$ cat src/rtl/apple1_bus_pkg.sv
// Shared types and default memory map for the Apple-1 style CPU bus responder.
package apple1_bus_pkg;

  typedef enum logic [2:0] {
    REG_NONE,
    REG_RAM,
    REG_IO,
    REG_EXT,
    REG_ROM
  } region_t;

  typedef enum logic [1:0] {
    ST_IDLE,
    ST_ACCESS,
    ST_CAPTURE,
    ST_EXT_WAIT
  } state_t;

  // One latched CPU bus cycle, held stable for the whole access.
  typedef struct packed {
    logic [15:0] addr;
    logic [7:0]  wdata;
    logic        we;
    region_t     region;
  } bus_cycle_t;

  localparam logic [15:0] DEF_RAM_TOP     = 16'h1FFF;
  localparam logic [15:0] DEF_IO_BASE     = 16'hD010;
  localparam logic [15:0] DEF_EXT_BASE    = 16'hE000;
  localparam logic [15:0] DEF_EXT_TOP     = 16'hEFFF;
  localparam logic [15:0] DEF_ROM_BASE    = 16'hFF00;
  localparam int          DEF_TIMEOUT_CYC = 64;
  localparam logic [7:0]  DEF_OPEN_BUS    = 8'hFF;

endpackage

$ cat src/rtl/apple1_addr_decode.sv
// Combinational CPU address to region decode; priority RAM > IO > EXT > ROM > NONE.
module apple1_addr_decode
  import apple1_bus_pkg::*;
#(
  parameter logic [15:0] RAM_TOP  = DEF_RAM_TOP,
  parameter logic [15:0] IO_BASE  = DEF_IO_BASE,
  parameter logic [15:0] EXT_BASE = DEF_EXT_BASE,
  parameter logic [15:0] EXT_TOP  = DEF_EXT_TOP,
  parameter logic [15:0] ROM_BASE = DEF_ROM_BASE
) (
  input  logic [15:0] ab,
  output region_t     region
);

  always_comb begin
    region = REG_NONE;
    if (ab <= RAM_TOP) begin
      region = REG_RAM;
    end else if (ab[15:2] == IO_BASE[15:2]) begin
      // Four-register window: the low two address bits select the register.
      region = REG_IO;
    end else if ((ab >= EXT_BASE) && (ab <= EXT_TOP)) begin
      region = REG_EXT;
    end else if (ab >= ROM_BASE) begin
      region = REG_ROM;
    end
  end

endmodule

$ cat src/rtl/apple1_bus_responder.sv
// Target-side responder for the CPU bus: RAM/ROM/IO accesses in fixed time,
// external accesses via req/ack with a timeout that stalls the CPU through ready.
module apple1_bus_responder
  import apple1_bus_pkg::*;
#(
  parameter logic [15:0] RAM_TOP     = DEF_RAM_TOP,
  parameter logic [15:0] IO_BASE     = DEF_IO_BASE,
  parameter logic [15:0] EXT_BASE    = DEF_EXT_BASE,
  parameter logic [15:0] EXT_TOP     = DEF_EXT_TOP,
  parameter logic [15:0] ROM_BASE    = DEF_ROM_BASE,
  parameter int          TIMEOUT_CYC = DEF_TIMEOUT_CYC,
  parameter logic [7:0]  OPEN_BUS    = DEF_OPEN_BUS
) (
  input  logic        clk,
  input  logic        rst,
  input  logic        enable,
  input  logic [15:0] ab,
  input  logic [7:0]  dbo,
  input  logic        we,
  output logic [7:0]  dbi,
  output logic        ready,
  output logic        bus_err,
  input  logic        bus_err_clr,
  output logic [15:0] ram_addr,
  output logic        ram_en,
  output logic        ram_we,
  output logic [7:0]  ram_wdata,
  input  logic [7:0]  ram_rdata,
  output logic [7:0]  rom_addr,
  output logic        rom_en,
  input  logic [7:0]  rom_rdata,
  output logic        io_sel,
  output logic        io_we,
  output logic [1:0]  io_addr,
  output logic [7:0]  io_wdata,
  input  logic [7:0]  io_rdata,
  output logic        ext_req,
  output logic        ext_we,
  output logic [15:0] ext_addr,
  output logic [7:0]  ext_wdata,
  input  logic        ext_ack,
  input  logic [7:0]  ext_rdata
);

  localparam int CNT_W = $clog2(TIMEOUT_CYC + 1);

  state_t           state;
  state_t           state_nxt;
  region_t          region_dec;
  bus_cycle_t       cyc_q;
  logic             start_q;
  logic [CNT_W-1:0] wait_cnt;
  logic             start_ok;
  logic             ext_done;
  logic             ext_timeout;

  apple1_addr_decode #(
    .RAM_TOP  (RAM_TOP),
    .IO_BASE  (IO_BASE),
    .EXT_BASE (EXT_BASE),
    .EXT_TOP  (EXT_TOP),
    .ROM_BASE (ROM_BASE)
  ) u_decode (
    .ab     (ab),
    .region (region_dec)
  );

  // The wrapper presents new ab/we/dbo on the enable clock, so sample one clock later.
  always_ff @(posedge clk or posedge rst) begin
    if (rst) begin
      start_q <= 1'b0;
    end else begin
      start_q <= enable;
    end
  end

  assign start_ok    = (state == ST_IDLE) && start_q;
  assign ext_done    = (state == ST_EXT_WAIT) && ext_ack;
  // A coincident ack takes priority over expiry.
  assign ext_timeout = (state == ST_EXT_WAIT) && !ext_ack &&
                       (wait_cnt == CNT_W'(TIMEOUT_CYC - 1));

  always_ff @(posedge clk or posedge rst) begin
    if (rst) begin
      state <= ST_IDLE;
    end else begin
      state <= state_nxt;
    end
  end

  always_comb begin
    state_nxt = state;
    case (state)
      ST_IDLE: begin
        if (start_q) begin
          state_nxt = (region_dec == REG_EXT) ? ST_EXT_WAIT : ST_ACCESS;
        end
      end
      ST_ACCESS:  state_nxt = ST_CAPTURE;
      ST_CAPTURE: state_nxt = ST_IDLE;
      ST_EXT_WAIT: begin
        if (ext_done || ext_timeout) begin
          state_nxt = ST_IDLE;
        end
      end
      default: state_nxt = ST_IDLE;
    endcase
  end

  always_comb begin
    ram_en  = 1'b0;
    ram_we  = 1'b0;
    rom_en  = 1'b0;
    io_sel  = 1'b0;
    io_we   = 1'b0;
    ext_req = 1'b0;
    ready   = 1'b1;
    case (state)
      ST_ACCESS: begin
        case (cyc_q.region)
          REG_RAM: begin
            ram_en = 1'b1;
            ram_we = cyc_q.we;
          end
          REG_IO: begin
            io_sel = 1'b1;
            io_we  = cyc_q.we;
          end
          REG_ROM: rom_en = !cyc_q.we;
          default: ;
        endcase
      end
      ST_EXT_WAIT: begin
        ext_req = 1'b1;
        ready   = 1'b0;
      end
      default: ;
    endcase
  end

  always_ff @(posedge clk or posedge rst) begin
    if (rst) begin
      cyc_q <= '{addr: 16'h0000, wdata: 8'h00, we: 1'b0, region: REG_NONE};
    end else if (start_ok) begin
      cyc_q <= '{addr: ab, wdata: dbo, we: we, region: region_dec};
    end
  end

  always_ff @(posedge clk or posedge rst) begin
    if (rst) begin
      wait_cnt <= '0;
    end else if (state == ST_EXT_WAIT) begin
      wait_cnt <= wait_cnt + 1'b1;
    end else begin
      wait_cnt <= '0;
    end
  end

  always_ff @(posedge clk or posedge rst) begin
    if (rst) begin
      dbi <= OPEN_BUS;
    end else if ((state == ST_CAPTURE) && !cyc_q.we) begin
      case (cyc_q.region)
        REG_RAM: dbi <= ram_rdata;
        REG_IO:  dbi <= io_rdata;
        REG_ROM: dbi <= rom_rdata;
        default: dbi <= OPEN_BUS;
      endcase
    end else if (ext_timeout) begin
      dbi <= OPEN_BUS;
    end else if (ext_done && !cyc_q.we) begin
      dbi <= ext_rdata;
    end
  end

  always_ff @(posedge clk or posedge rst) begin
    if (rst) begin
      bus_err <= 1'b0;
    end else if (ext_timeout) begin
      bus_err <= 1'b1;
    end else if (bus_err_clr) begin
      bus_err <= 1'b0;
    end
  end

  assign ram_addr  = cyc_q.addr;
  assign ram_wdata = cyc_q.wdata;
  assign rom_addr  = cyc_q.addr[7:0];
  assign io_addr   = cyc_q.addr[1:0];
  assign io_wdata  = cyc_q.wdata;
  assign ext_addr  = cyc_q.addr;
  assign ext_we    = ext_req && cyc_q.we;
  assign ext_wdata = cyc_q.wdata;

endmodule
$ cat config.mk
export PLATFORM = sky130hd
export DESIGN_NAME = apple1_bus_responder
export DESIGN_NICKNAME = d
export VERILOG_FILES = /design/src/rtl/apple1_bus_pkg.sv /design/src/rtl/apple1_addr_decode.sv /design/src/rtl/apple1_bus_responder.sv
export SDC_FILE = /design/constraint.sdc
export NUM_CORES = 1
export LEC_CHECK = 0
export ABC_AREA = 1
export BUFFER_PORTS_ARGS = -buffer_cell sky130_fd_sc_hd__clkbuf_2
export CORE_MARGIN = 4
export CORE_UTILIZATION = 50
export DETAILED_ROUTE_END_ITERATION = 16
export GPL_TIMING_DRIVEN = 0
export PLACE_DENSITY_LB_ADDON = 0.05
export SETUP_SLACK_MARGIN = 0.1
export SYNTH_ARGS = -nofsm -noshare
export SYNTH_HDL_FRONTEND = slang
export SYNTH_SLANG_ARGS = --single-unit
$ cat constraint.sdc
create_clock -name clk -period 3.4 [get_ports clk]
set_clock_uncertainty 0.05 [all_clocks]
set_input_delay 0.17 -clock clk [delete_from_list [all_inputs] [get_ports clk]]
set_output_delay 0.17 -clock clk [all_outputs]
set_load 0.1 [all_outputs]
; Yosys cells after proc, flatten, opt, wreduce, memory -nomap -nowiden
; Index checks and enable logic that the tools add are counted.
[classes]
add_sub_neg = 1
n_mul = 0
div_mod_pow = 0
n_lt_le_gt_ge = 4
n_eq_ne = 11
n_shift = 0
n_mux = 27
bitwise_logic = 0
n_reduce_logical = 15
[op_table]
columns = op, count
row1 = $ge 16x16->1 const B, 2
row2 = $mux 8, 3
row3 = $pmux 8 s3, 1
row4 = $le 16x13->1 const B, 1
row5 = $le 16x16->1 const B, 1
row6 = $eq 14x14->1 const B, 1
row7 = $mux 1, 14
row8 = $mux 3, 4
row9 = $logic_and 1x1->1, 8
row10 = $pmux 2 s4, 1
row11 = $add 7x1->7 const B, 1
row12 = $eq 7x6->1 const B, 1
row13 = $mux 7, 1
row14 = $eq 3x2->1 const B, 2
row15 = $mux 2, 3
row16 = $eq 2x2->1 const B, 2
row17 = $ne 2x2->1 const B, 2
row18 = $eq 3x1->1 const B, 1
row19 = $eq 3x3->1 const B, 1
row20 = $reduce_bool 3->1, 1
row21 = $eq 2x1->1 const B, 1
row22 = $logic_not 1->1, 2
row23 = $logic_not 2->1, 1
row24 = $reduce_and 2->1, 1
row25 = other kinds (2), 2
[totals]
ff_bits = 47
latch_bits = 0
mem_bits_rw = 0
mem_bits_ro = 0
inputBits = 62
out_inout_bits = 83
elab_cells = 67
n_memories = 0

; Longest topological paths before layout
; Gate-level depths: netlist of the first run.
[depth]
depth_word = 9
mapped_depth = 9
mapped_depth_nobuf = 8

; Hierarchy
; A second synthesis of the first run with hierarchy kept.
[unflattened]
cells_unflattened = 318
area_unflattened_um2 = 2899.0
[by_module_without_submodules]
columns = module, n_inst, cells_per_inst, area_per_inst_um2, seq_area_each_um2
row1 = apple1_bus_responder, 1, 298, 2813.9, 1186.1
row2 = apple1_addr_decode, 1, 20, 85.1, 0.0

; Least setup slack after synthesis of the first run
; OpenSTA, ideal clock, no wires.
[synth_path]
path_kind = reg2out
startpoint = reg cyc_q[1] (netlist name)
endpoint = out ram_we
arrival_ps = 2813
required_ps = 3180
setup_slack_ps = 367
stages_incl_launch_ff = 5
n_path_buf = 1
path_cell_list = dfrtp_1 -> buf_6 -> nor2_8 -> nand2_1 -> nor3_1
[synth_via]
elab_chain_len = 3
[synth_rtl]
columns = item, line
row1 = start: declaration, apple1_bus_responder.sv:50  ; bus_cycle_t cyc_q;
row2 = start signal: assignment, apple1_bus_responder.sv:143  ; cyc_q <= '{addr: 16'h0000, wdata: 8'h00, we: 1'b0, region: REG_NONE};
row3 = start signal: assignment, apple1_bus_responder.sv:145  ; cyc_q <= '{addr: ab, wdata: dbo, we: we, region: region_dec};
row4 = $eq 3x1->1, apple1_bus_responder.sv:120  ; case (cyc_q.region)
row5 = $mux 1, apple1_bus_responder.sv:120
row6 = $mux 1, apple1_bus_responder.sv:118  ; case (state)
row7 = end: declaration, apple1_bus_responder.sv:26  ; output logic ram_we,
; Every way passes these cells.

; Worst setup path after layout of the first run
; Ends and elaborated chain as after synthesis.

==> qor.yml, run 1 <==
routing:
  vias: 2819
  dr.pass1.iters: 4
  ant_nets: 0
  routedWlPerCell_um: 11.97
  drc: 0
  via_per_inst: 4.722
  drtIter0Drc: 101
  drt-total-wl_um: 7149
setup_path:
  cp_top_family: "buffers and inverters"
  start_kind: "flop"
  crit_type: "flop to output port"
  crit_fanout: 10
  crit_chain: "buf_6 > nor2_8 > nand2_1 > nor3_1 > clkbuf_2"
  cp.arrival_ns: 1.85
  crit_buf_inv: 2
  crit_path_end_kind: "output port"
  worstPathRequired_ns: 3.18
  slowest_delay_ns: 0.49
  slowest_stage: "clkbuf_2"
job:
  cap_violations: 0
sta:
  hold_viol: 0
  fin_crit_sh_pct: 61.03
  relSlewSlack_pct: 62.54
  hold_slack_ns: 0.01015
  fmax_ghz: 0.4820
  rsz0062_at_grt: "false"
  worst_pin_slew_ns: 0.5643
  fin_crit_ns: 2.075
  drv_slew: 0
  fin_tns_setup_ns: 0
  setup_viol: 0
clock_network:
  ctsResizeCount: 0
  clk_pin_slew_ns: 0.09
  ctsHtreeMaxLevel: 2
  postCtsHoldBufs: 3
  cts_tree: "built"
  cts_num_sinks: 47
  cts_max_path_buffers: 2
  post_cts_buffers: 0
  cts_buffers: 5
  clockRootBuffer: "clkbuf_8"
  clk-insertion-delay-late_ns: 0.30
floorplanning:
  start_util_pct: 52.23
  core_region_area_um2: 5608
  chipHeight_um: 84.54
  dieWidth_um: 84.54
  rows: 27
  ios: 145
  dieArea_um2: 7147
yosys:
  ys_seq_area_share_pct: 40.50
  synth-seq-cells: 47
  syn_nets: 432
  synth_area_leaders: "dfrtp_1 33%, buf_4 17%, nand2_1 14%"
  synth_top_area_share_pct: 33.32
  avgSynthCellArea_um2: 7.938
  synth-warning-count: 0
  synthCells: 369
  netlist_area_um2: 2929
  synth_top_area_cell: "dfrtp_1"
  synthDistinctLibCells: 27
layout:
  num_antenna_cells: 0
  drive_above_1_share_pct: 48.76
  final_nets: 587
  syn_to_final_growth_pct: 33.40
  finalInstanceArea_um2: 3908
placed_design:
  place_hpwl_um: 5666
  place_area_um2: 3760
  gp_congestion: 0.8547
  io_buffers: 144
grt:
  track_usage_pct: 21.13
  grt_max_degree: 33
  grt_pass1_vias: 2817
  grt-ovfl-total: 0
  grt_pass1_wl_um: 12500
  antenna_found_initial: 0
hold_path:
  hold_path_class: "input pin to flop"
outcome:
  outcome: "finished, final reports clean"
[metrics by stage]
step / setup slack [ns] / utilization [%] / cells
finish: 1.325 / 69.68 / 597
global placement: 1.479 / 66.69 / 585
global route: 1.264 / 69.68 / 597
detailed placement: 1.668 / 67.05 / 586
floorplan: 0.3669 / - / 369
CTS: 1.342 / 69.68 / 597
[logic make-up after synthesis]
group / Yosys count / share of synthesized area [%]
AND/OR/NAND/NOR: 193 / 31.82
buffers and inverters: 102 / 22.73
flip-flops: 47 / 40.50
AO/OA/AOI/OAI: 26 / 4.528
adder cells (fa/ha/maj): 1 / 0.4271
[worst min-delay path, delay by kind of cell]
kind / cells / cell delay, ns
buffers and inverters: 1 / 0.07
AND/OR/NAND/NOR: 2 / 0.08
[cells in the final DEF (no fill, tap or decap), drive strengths merged]
cell	count
nand2	112
nor3	8
bufinv	1
nand4	10
and3	1
nand3	28
o211ai	1
nor4	1
clkinv	1
nor2	25
ha	1
dfstp	8
nand3b	8
dlygate4sd3	3
clkbuf	150
a21oi	5
inv	27
dfrtp	39
o21ai	20
buf	76
[synth_stat cells, drive strengths merged]
cell    number
nand2      112
buf         75
dfrtp       39
nand3       28
inv         27
nor2        25
o21ai       20
nand4       10
dfstp        8
nand3b       8
nor3         8
a21oi        5
and3         1
ha           1
nor4         1
o211ai       1
[metal layers]
metal  GRT usage (%)  part of all wire [%]  up-vias
met2           35.30                    48      116
li1                -                     -     1426
met4           7.194                   1.9        0
met5               0                     0        -
met1           27.12                    41     1265
met3           4.612                   8.7       12
[final timing paths]
path                                       start  depth (start not counted)  slack, ns                       end
max in group asynchronous                    rst                          4       2.49      cyc_q[2]$_DFFE_PP0P_
max reg2reg                wait_cnt[0]$_DFF_PP0_                          8       1.92        dbi[5]$_DFFE_PP1P_
min in group asynchronous                    rst                          3       0.33  ext_wdata[4]$_DFFE_PP0P_
min reg2reg                wait_cnt[0]$_DFF_PP0_                          1       0.42     wait_cnt[0]$_DFF_PP0_
max                         cyc_q[1]$_DFFE_PP0P_                          5       1.33                    ram_we
min                                       dbo[6]                          3       0.01  ext_wdata[6]$_DFFE_PP0P_
[cell type report]
class | instances | area [µm²]
well taps | 72 | 90.09
flip-flops and latches | 47 | 1186
clock inverters | 2 | 35.03
fillers | 495 | 1700
clock buffers | 6 | 82.58
multi-input cells | 220 | 1077
plain buffers | 75 | 561.8
inverters | 27 | 103.9
repair buffers | 148 | 770.7
[flip-flops by register name, summed over array words and instances, names as in the netlist]
signal	count
cyc_q	4
ext_wdata	8
dbi	8
bus_err	1
ext_addr	16
start_q	1
state	2
wait_cnt	7
Power of run 1 is left out: the tool's default activity adds up to more than one toggle a clock period on the data nets, which glitch-free logic cannot reach.
==> run 2: changes to the inputs <==
--- a/config.mk
+++ b/config.mk
@@ -8,7 +8,7 @@
 export ABC_AREA = 1
 export BUFFER_PORTS_ARGS = -buffer_cell sky130_fd_sc_hd__clkbuf_2
 export CORE_MARGIN = 4
-export CORE_UTILIZATION = 50
+export CORE_UTILIZATION = 42
 export DETAILED_ROUTE_END_ITERATION = 16
 export GPL_TIMING_DRIVEN = 0
 export PLACE_DENSITY_LB_ADDON = 0.05
==> constraint.sdc (replaced) <==
create_clock -name clk -period 1.74 [get_ports clk]
set_clock_uncertainty 0.05 [all_clocks]
set_input_delay 0.087 -clock clk [delete_from_list [all_inputs] [get_ports clk]]
set_output_delay 0.087 -clock clk [all_outputs]
set_load 0.1 [all_outputs]
==> qor.yml, run 2 (same netlist as run 1, synthesis figures left out) <==
setup_path:
  rr_worst_depth: 8  # unchanged
  worstPathRequired_ns: 1.60  # -1.58 ns
  crit_path_end_kind: "output port"
  crit_type: "flop to output port"
  cp.arrival_ns: 1.47  # -0.38 ns
  start_kind: "flop"
  crit_fanout: 10  # unchanged
routing:
  via_per_inst: 4.444  # -5.9%
  drt-total-wl_um: 7755  # +8.5%
  dr.pass1.iters: 4  # unchanged
  vias: 2880  # +2.2%
  drtIter0Drc: 84  # -17%
  routedWlPerCell_um: 11.97  # about the same
  ant_nets: 0  # unchanged
  drc: 0  # unchanged
layout:
  fillers: 605  # +22%
  syn_to_final_growth_pct: 49.00
  final_nets: 614  # +4.6%
  num_antenna_cells: 0  # unchanged
  largest_reg_flops: 16  # unchanged
  layout_commonest_cell: "clkbuf_2"
  final_cell_mix: "137 x clkbuf_2, 106 x nand2_1, 80 x buf_4"
  multiInputGateArea_um2: 1152  # +7.0%
  seqCellArea_um2: 1189  # +0.21%
  drive_above_1_share_pct: 50.72  # +2.0 points
floorplanning:
  rows: 30  # +11%
  chipHeight_um: 91.51  # +8.2%
  core_region_area_um2: 6794  # +21%
  ios: 145  # unchanged
  start_util_pct: 43.11  # -9.1 points
  dieWidth_um: 91.51  # +8.2%
  dieArea_um2: 8374  # +17%
clock_network:
  cts_buffers: 5  # unchanged
  clk_pin_slew_ns: 0.09  # about the same
  clk-insertion-delay-late_ns: 0.29  # about the same
  ctsHtreeMaxLevel: 2  # unchanged
  cts_num_sinks: 47  # unchanged
  cts_max_path_buffers: 2  # unchanged
  clockRootBuffer: "clkbuf_8"
  cts_tree: "built"
sta:
  fin_crit_ns: 1.611
  worst_pin_slew_ns: 0.5505  # -0.01382 ns
  fmax_ghz: 0.6207
  hold_viol: 0  # unchanged
  rsz0062_at_grt: "true"
  relSlewSlack_pct: 63.46  # +0.92 points
  drv_slew: 0  # unchanged
  fin_tns_setup_ns: 0  # unchanged
  fin_crit_sh_pct: 92.60
  setup_viol: 0  # unchanged
placed_design:
  gp_congestion: 0.7615  # -11%
  io_buffers: 144  # unchanged
  place_hpwl_um: 5788  # +2.1%
grt:
  antenna_found_initial: 0  # unchanged
  grt_pass1_wl_um: 12820  # +2.5%
  grt_max_degree: 42  # +27%
  grt_pass1_vias: 2808  # -0.32%
  track_usage_pct: 18.29  # -2.8 points
  grt-ovfl-total: 0  # unchanged
outcome:
  outcome: "finished, final reports clean"
job:
  cap_violations: 0  # unchanged
hold_path:
  hold_path_class: "input pin to flop"
  min_path_cells: 3  # unchanged
==> run 2: cell types whose count changed in the layout (fill, tap and decap cells not counted), sizes merged <==
cell and change:
inv -2, dlygate4sd3 +14, clkbuf -1, clkinvlp +1
buf +14, clkinv +1
==> run 2: path summary, 6_finish.rpt <==
kind / startpoint / endpoint / slack, ns
worst max-delay path: cyc_q[1]$_DFFE_PP0P_ / ram_we / 0.13
worst min-delay path: ab[5] / ext_addr[5]$_DFFE_PP0P_ / 0.009
worst max register to register: wait_cnt[0]$_DFF_PP0_ / dbi[7]$_DFFE_PP1P_ / 0.25
worst min register to register: dbi[1]$_DFFE_PP1P_ / dbi[1]$_DFFE_PP1P_ / 0.42
max in group asynchronous: rst / dbi[7]$_DFFE_PP1P_ / 0.95
min in group asynchronous: rst / bus_err$_DFFE_PP0P_ / 0.18
==> run 2: routing by layer <==
metal / up-vias / routed length (µm) / track usage, %
met3: 4 / 514 / 3.480
met1: 1307 / 3242 / 23.31
met2: 95 / 3968 / 32.44
met5: - / 0 / 0
li1: 1474 / - / -
met4: 0 / 29 / 3.015
==> run 2: stage by stage <==
stage               instance area (µm²)  hold WS, ns  cells  util (%)  setup slack, ns
floorplan                          2988      0.06843    369         -         -0.03170
global placement                   3829       0.1474    609     56.35          -0.3199
detailed placement                 3849     -0.06736    610     56.65          0.05864
CTS                                4244     0.001118    636     62.47          0.05808
global route                       4364     0.009459    648     64.24          0.05516
finish                             4364     0.008554    648     64.24           0.1288
==> run 2: area by class of cell <==
| cell class | count | share of cell area, % |
|---|---|---|
| flip-flops and latches | 47 | 27.24 |
| multi-input cells | 220 | 26.40 |
| repair buffers | 175 | 24.94 |
| plain buffers | 75 | 13.10 |
| inverters | 27 | 2.867 |
| well taps | 96 | 2.752 |
| clock buffers | 6 | 1.892 |
| clock inverters | 2 | 0.8028 |
==> run 2: timing repair <==
action / CTS / global route
setup endpoints to repair: 6 / 10
hold endpoints to repair: 55 / 0
hold buffers: 17 / 0
pin swaps: 2 / 6
gates resized for setup: 20 / 8
buffers inserted: 1 / 12
==> run 2: critical path: stages (launching register included) <==
cell	delay, ns
dfrtp_1	0.40
buf_6	0.16
nor2_8	0.15
nand2_4	0.10
nor3_4	0.15
clkbuf_16	0.23
Power of run 2 is left out for the same reason.
